## src/rtl/fft_frame_loader_7_pkg.sv

```systemverilog
// Shared constants and types for the FFT front end (loader, core and benches).
package fft_frame_loader_7_pkg;

    localparam int unsigned SAMPLE_W            = 12;
    localparam int unsigned FFT_N               = 8;
    localparam int unsigned FFT_LATENCY_DEFAULT = 3;
    localparam int unsigned FILL_W              = $clog2(FFT_N + 1);

    typedef logic [SAMPLE_W-1:0] sample_t;

endpackage

```

## src/rtl/fft_frame_loader_7_valid_delay_line.sv

```systemverilog
// Fixed-depth shift register for a 1-bit valid strobe; keeps pulse multiplicity.
module fft_frame_loader_7_valid_delay_line #(
    parameter int unsigned DEPTH = 3
) (
    input  logic clk,
    input  logic rst_n,
    input  logic in_valid,
    output logic out_valid
);

    logic [DEPTH-1:0] tap_q;
    logic [DEPTH-1:0] tap_d;

    always_comb begin
        tap_d    = tap_q;
        tap_d[0] = in_valid;
        for (int i = 1; i < int'(DEPTH); i++) begin
            tap_d[i] = tap_q[i-1];
        end
    end

    always_ff @(posedge clk or negedge rst_n) begin
        if (!rst_n) begin
            tap_q <= '0;
        end else begin
            tap_q <= tap_d;
        end
    end

    assign out_valid = tap_q[DEPTH-1];

endmodule

```

## src/rtl/fft_frame_loader_7.sv

```systemverilog
// Sliding 8-sample window feeding the FFT core; emits a frame every HOP samples once primed,
// plus a valid strobe delayed to line up with the core's registered outputs.
module fft_frame_loader_7
    import fft_frame_loader_7_pkg::*;
#(
    parameter int unsigned HOP         = 8,
    parameter int unsigned FFT_LATENCY = FFT_LATENCY_DEFAULT,
    parameter int unsigned CNT_W       = 16
) (
    input  logic                clk,
    input  logic                rst_n,
    input  logic [SAMPLE_W-1:0] sample_in,
    input  logic                sample_valid,
    input  logic                sync_clear,
    output logic [SAMPLE_W-1:0] x_0,
    output logic [SAMPLE_W-1:0] x_1,
    output logic [SAMPLE_W-1:0] x_2,
    output logic [SAMPLE_W-1:0] x_3,
    output logic [SAMPLE_W-1:0] x_4,
    output logic [SAMPLE_W-1:0] x_5,
    output logic [SAMPLE_W-1:0] x_6,
    output logic [SAMPLE_W-1:0] x_7,
    output logic                frame_valid,
    output logic                fft_valid,
    output logic [CNT_W-1:0]    frame_cnt,
    output logic                primed
);

    localparam logic [FILL_W-1:0] FillFull = FILL_W'(FFT_N);
    localparam logic [FILL_W-1:0] HopLast  = FILL_W'(HOP - 1);

    // Index 0 is the oldest sample.
    sample_t [FFT_N-1:0] win_q, win_d;
    sample_t [FFT_N-1:0] frame_q, frame_d;
    logic [FILL_W-1:0]   fill_q, fill_d;
    logic [FILL_W-1:0]   hop_q, hop_d;
    logic                primed_q, primed_d;
    logic                frame_valid_q, frame_evt;
    logic [CNT_W-1:0]    cnt_q, cnt_d;

    always_comb begin
        win_d     = win_q;
        fill_d    = fill_q;
        hop_d     = hop_q;
        frame_evt = 1'b0;

        // A clear drops any coincident sample.
        if (sync_clear) begin
            fill_d = '0;
            hop_d  = '0;
        end else if (sample_valid) begin
            win_d = {sample_in, win_q[FFT_N-1:1]};
            if (fill_q == FillFull - 1'b1) begin
                fill_d    = FillFull;
                hop_d     = '0;
                frame_evt = 1'b1;
            end else if (fill_q == FillFull) begin
                if (hop_q == HopLast) begin
                    hop_d     = '0;
                    frame_evt = 1'b1;
                end else begin
                    hop_d = hop_q + 1'b1;
                end
            end else begin
                fill_d = fill_q + 1'b1;
            end
        end

        primed_d = (fill_d == FillFull);
        frame_d  = frame_evt ? win_d : frame_q;
        cnt_d    = cnt_q + CNT_W'(frame_evt);
    end

    always_ff @(posedge clk or negedge rst_n) begin
        if (!rst_n) begin
            win_q         <= '0;
            frame_q       <= '0;
            fill_q        <= '0;
            hop_q         <= '0;
            primed_q      <= 1'b0;
            frame_valid_q <= 1'b0;
            cnt_q         <= '0;
        end else begin
            win_q         <= win_d;
            frame_q       <= frame_d;
            fill_q        <= fill_d;
            hop_q         <= hop_d;
            primed_q      <= primed_d;
            frame_valid_q <= frame_evt;
            cnt_q         <= cnt_d;
        end
    end

    fft_frame_loader_7_valid_delay_line #(
        .DEPTH(FFT_LATENCY)
    ) u_fft_valid_dly (
        .clk      (clk),
        .rst_n    (rst_n),
        .in_valid (frame_valid_q),
        .out_valid(fft_valid)
    );

    assign x_0         = frame_q[0];
    assign x_1         = frame_q[1];
    assign x_2         = frame_q[2];
    assign x_3         = frame_q[3];
    assign x_4         = frame_q[4];
    assign x_5         = frame_q[5];
    assign x_6         = frame_q[6];
    assign x_7         = frame_q[7];
    assign frame_valid = frame_valid_q;
    assign frame_cnt   = cnt_q;
    assign primed      = primed_q;

endmodule

```

## config.mk

```make
export PLATFORM = sky130hd
export DESIGN_NAME = fft_frame_loader_7
export DESIGN_NICKNAME = d
export VERILOG_FILES = /design/src/rtl/fft_frame_loader_7_pkg.sv /design/src/rtl/fft_frame_loader_7_valid_delay_line.sv /design/src/rtl/fft_frame_loader_7.sv
export SDC_FILE = /design/constraint.sdc
export NUM_CORES = 1
export LEC_CHECK = 0
export ABC_AREA = 0
export BUFFER_PORTS_ARGS = -buffer_cell sky130_fd_sc_hd__buf_2
export CORE_MARGIN = 4
export CORE_UTILIZATION = 58
export CTS_BUF_LIST = sky130_fd_sc_hd__clkbuf_4
export DETAILED_ROUTE_END_ITERATION = 16
export PLACE_DENSITY = 0.85
export RECOVER_POWER = 25
export SYNTH_ARGS = -nofsm -noshare
export SYNTH_HDL_FRONTEND = slang
export SYNTH_HIERARCHICAL = 1
export SYNTH_SLANG_ARGS = --single-unit
```

## constraint.sdc

```tcl
create_clock -name clk -period 2.8 [get_ports clk]
set_clock_uncertainty 0.15 [all_clocks]
set_input_delay 0.14 -clock clk [delete_from_list [all_inputs] [get_ports clk]]
set_output_delay 0.14 -clock clk [all_outputs]
set_load 0.01 [all_outputs]
```

==> summary.md <==
| Metric | Value |
|---|---|
| Via count of the first global-routing pass | 5666 |
| Starting Density | 59.0% |
| Mapped Nets | 703 |
| ANT nets after route | 0 |
| Worst Setup Start Kind | flip-flop |
| Total Neg Setup Slack | 0 ns |
| Synth async-reset ratio | 100% |
| Mapped Cells | 682 |
| Reg area | 5230 sq um |
| WHS Endpoint | win_q[92] |
| Core Region | 13800 sq um |
| Area of the multi-input gates | 2750 sq um |
| Largest net degree at the start of global routing | 86 |
| Comb power frac | 6.0% |
| Slew @ Worst Pin | 1.62 ns |
| Sequential share of power | 55.7% |
| Sequential area share after synthesis | 64.1% |
| Kind of end point of the critical path | flip-flop |
| IO Count | 131 |
| Clock Path Buffers | 3 |
| Final hold vios | 0 |
| Diode count | 0 |
| Clk root buf | clkbuf_4 |
| Net switching power | 1.53 mW |
| Distinct cells, synth | 40 |
| Max Cap Viol | 1 |
| Final wirelength | 16.9 mm |
| Antenna violations before repair | 0 |
| Die height | 127 um |
| RSZ-0062 raised after global routing | false |
| Non-Filler Instances | 1066 |
| CP cell instances | inv_1, ha_1, nand3b_4, o21ai_1, nand2_4, inv_1, ha_1, and4_1, nor3b_1, xor2_1 |
| First-pass GRT wire length | 27.7 mm |
| Violated checks | max-capacitance violations, max-slew violations |
| Die width | 127 um |
| Fin nets | 880 |
| Warnings from Yosys | 6 |
| Final period util | 93.3% |
| Critical path class | reg2reg |
| Post-synth EDFFs | 0 |
| CTS buffer count | 52 |
| DRC | 0 |
| Hold/Removal Path Class | in2reg |
| Slew HR | -7.68% |
| Max Fclk | 383 MHz |
| Clock Power Share | 38.3% |
| Grt total ovfl | 0 |
| Port Buffers | 130 |
| Status | complete, but fails checks |
| Commonest non-fill, non-tap cells in the layout | 260 x nand2_1, 209 x dfrtp_1, 130 x buf_2 |
| 1st-iter DRT viols | 267 |
| Syn_area_per_cell | 12.0 sq um |
| VDD IR max | 0.000342 V |
| CP peak stage delay | 0.41 ns |
| Worst flop-to-flop path endpoint | frame_cnt[13] |
| Filler instances | 963 |
| Die area | 16000 sq um |
| Worst-case hold slack | 0.119 ns |
| Routability congestion estimate | 0.745 |
| Router iterations before antenna repair | 4 |
| Final Total Pwr | 6.16 mW |
| Worst path required time | 3.17 ns |
| Hpwl dp | 10.6 mm |
| CP Max Fanout | 6 |
| H-tree levels | 2 |
| Layout cell share with drive strength beyond 1 | 35.4% |
| Min cycle time layout | 2.61 ns |
| Sw Ratio | 24.9% |
| Leakage | 5.69 nW |
| Pwr dens | 633 nW/um^2 |
| Worst path slowest cell | dfrtp_1 |
| Sink Count | 209 |
| Worst EP arrival | 2.98 ns |
| Synth Register Bits | 209 |
| Hold_sp | sample_in[8] |
| Layout area overhead | 19.3% |
| Vias | 5533 |
| Avg WL per Cell | 15.8 um |
| Final setup fails | 0 |
| Post-CTS Resized | 0 |
| Worst reg-to-reg path cell count | 10 |
| Clk slew on worst S/H paths | 0.06 ns |
| Total track usage | 21.3% |
| Final Core Density | 70.4% |
| Internal power | 4.62 mW |
| Synth Flop Type | dfrtp_1 |
| Leading cell type in the layout, fill and taps excluded | nand2_1 |
| Placed Cells | 967 |
| Hold Path Depth | 4 |
| Final Max Slew Viols | 86 |
| Vias per inst | 5.19 |
| Row cnt | 43 |
| Post-synthesis cell area | 8160 sq um |
| Worst R2R Setup Slack | 0.19 ns |
| Clk_lat worst skew | 0.63 ns |
| Critical R2R Launch | fill_q[0] |
| TritonCTS clock tree | built |
## layer usage
metal | global-route usage (%) | share of wire (%) | up-vias
met1 | 28.1 | 43 | 2757
met5 | 0 | 0 | -
met2 | 34.1 | 49 | 161
met3 | 6.19 | 6.9 | 25
met4 | 7.38 | 1.7 | 0
li1 | - | - | 2590
## repair_timing
item	4_1_cts	5_1_grt
endpoints found under the setup margin	0	0
endpoints found under the hold margin	244	0
hold buffers	18	0
setup buffers	0	0
## power by group through the flow
stage / sequential, mW / combinational (mW) / clock [mW]
2_1_floorplan: 3.42 / 0.228 / 0
3_3_place_gp: 3.48 / 0.343 / 0
3_5_place_dp: 3.49 / 0.364 / 0
4_1_cts: 3.43 / 0.391 / 2.44
5_1_grt: 3.46 / 0.440 / 2.58
6_report: 3.43 / 0.372 / 2.36
## layout make-up
class	instances	area share, %
Clock inverter	10	0.668
Timing Repair Buffer	156	9.33
Clock buffer	71	5.48
Multi-Input combinational cell	433	28.2
Tap cell	180	2.31
Sequential cell	209	53.7
Inverter	7	0.270
## synthesized netlist by cell type (2+ instances only)
cell / number / area share [%]
nand2_1: 261 / 12
dfrtp_1: 209 / 64
mux2_2: 68 / 9.4
mux2_4: 29 / 5.3
clkbuf_1: 16 / 0.74
xnor2_1: 12 / 1.3
nand3_1: 11 / 0.67
buf_2: 9 / 0.55
inv_1: 7 / 0.32
a21oi_1: 5 / 0.31
ha_1: 5 / 0.77
buf_1: 4 / 0.18
buf_6: 4 / 0.55
nand4_1: 4 / 0.31
o21ai_0: 4 / 0.25
nor2_1: 3 / 0.14
xor2_1: 3 / 0.32
and3_1: 2 / 0.15
and3b_1: 2 / 0.21
and4_1: 2 / 0.21
nand3b_1: 2 / 0.18
nand4b_1: 2 / 0.21
## state kept, by name, summed over array words and instances, names as in the netlist
| name | cells |
|---|---|
| fill_q | 4 |
| u_fft_valid_dly/tap_q | 3 |
| win_q | 84 |
| x_4 | 12 |
| x_7 | 12 |
| frame_valid | 1 |
| x_6 | 12 |
| x_5 | 12 |
| x_2 | 12 |
| primed | 1 |
| frame_cnt | 16 |
| x_0 | 12 |
| x_1 | 12 |
| hop_q | 4 |
| x_3 | 12 |
## worst max path at each step
stage	to	startpoint	slack, ns	cells past startpoint
global placement	frame_cnt[14]	fill_q[0]	0.45	11
global route	frame_cnt[14]	fill_q[1]	0.04	11
CTS	frame_cnt[13]	fill_q[1]	0.26	10
floorplan	frame_cnt[14]	fill_q[0]	0.30	13
detailed placement	frame_cnt[13]	fill_q[0]	0.28	10
finish	frame_cnt[13]	fill_q[0]	0.19	10
## kinds of logic after synthesis
group                      synth area share [%]
AOI/OAI and AO/OA                          1.23
muxes                                      14.8
buffers and inverters                      2.35
DFF                                        64.1
and+or+nand+nor                            15.1
xor gates and xnor gates                   1.61
adders and majority gates                 0.767
## worst max-delay path, delay by kind of cell, from the launching register on
| family | cells | cell delay [ns] |
|---|---|---|
| compound gates | 1 | 0.24 |
| flops | 1 | 0.41 |
| fa+ha+maj | 2 | 0.45 |
| simple gates | 4 | 0.87 |
| buf+inv | 2 | 0.17 |
| xor+xnor | 1 | 0.23 |
## through the flow
stage	area, sq um	worst slack, ns
2_1_floorplan	8160	0.303
3_3_place_gp	9000	0.449
3_5_place_dp	9000	0.284
4_1_cts	9800	0.256
5_1_grt	9730	0.0403
6_report	9730	0.188
Power figures use the tool's default switching activity.
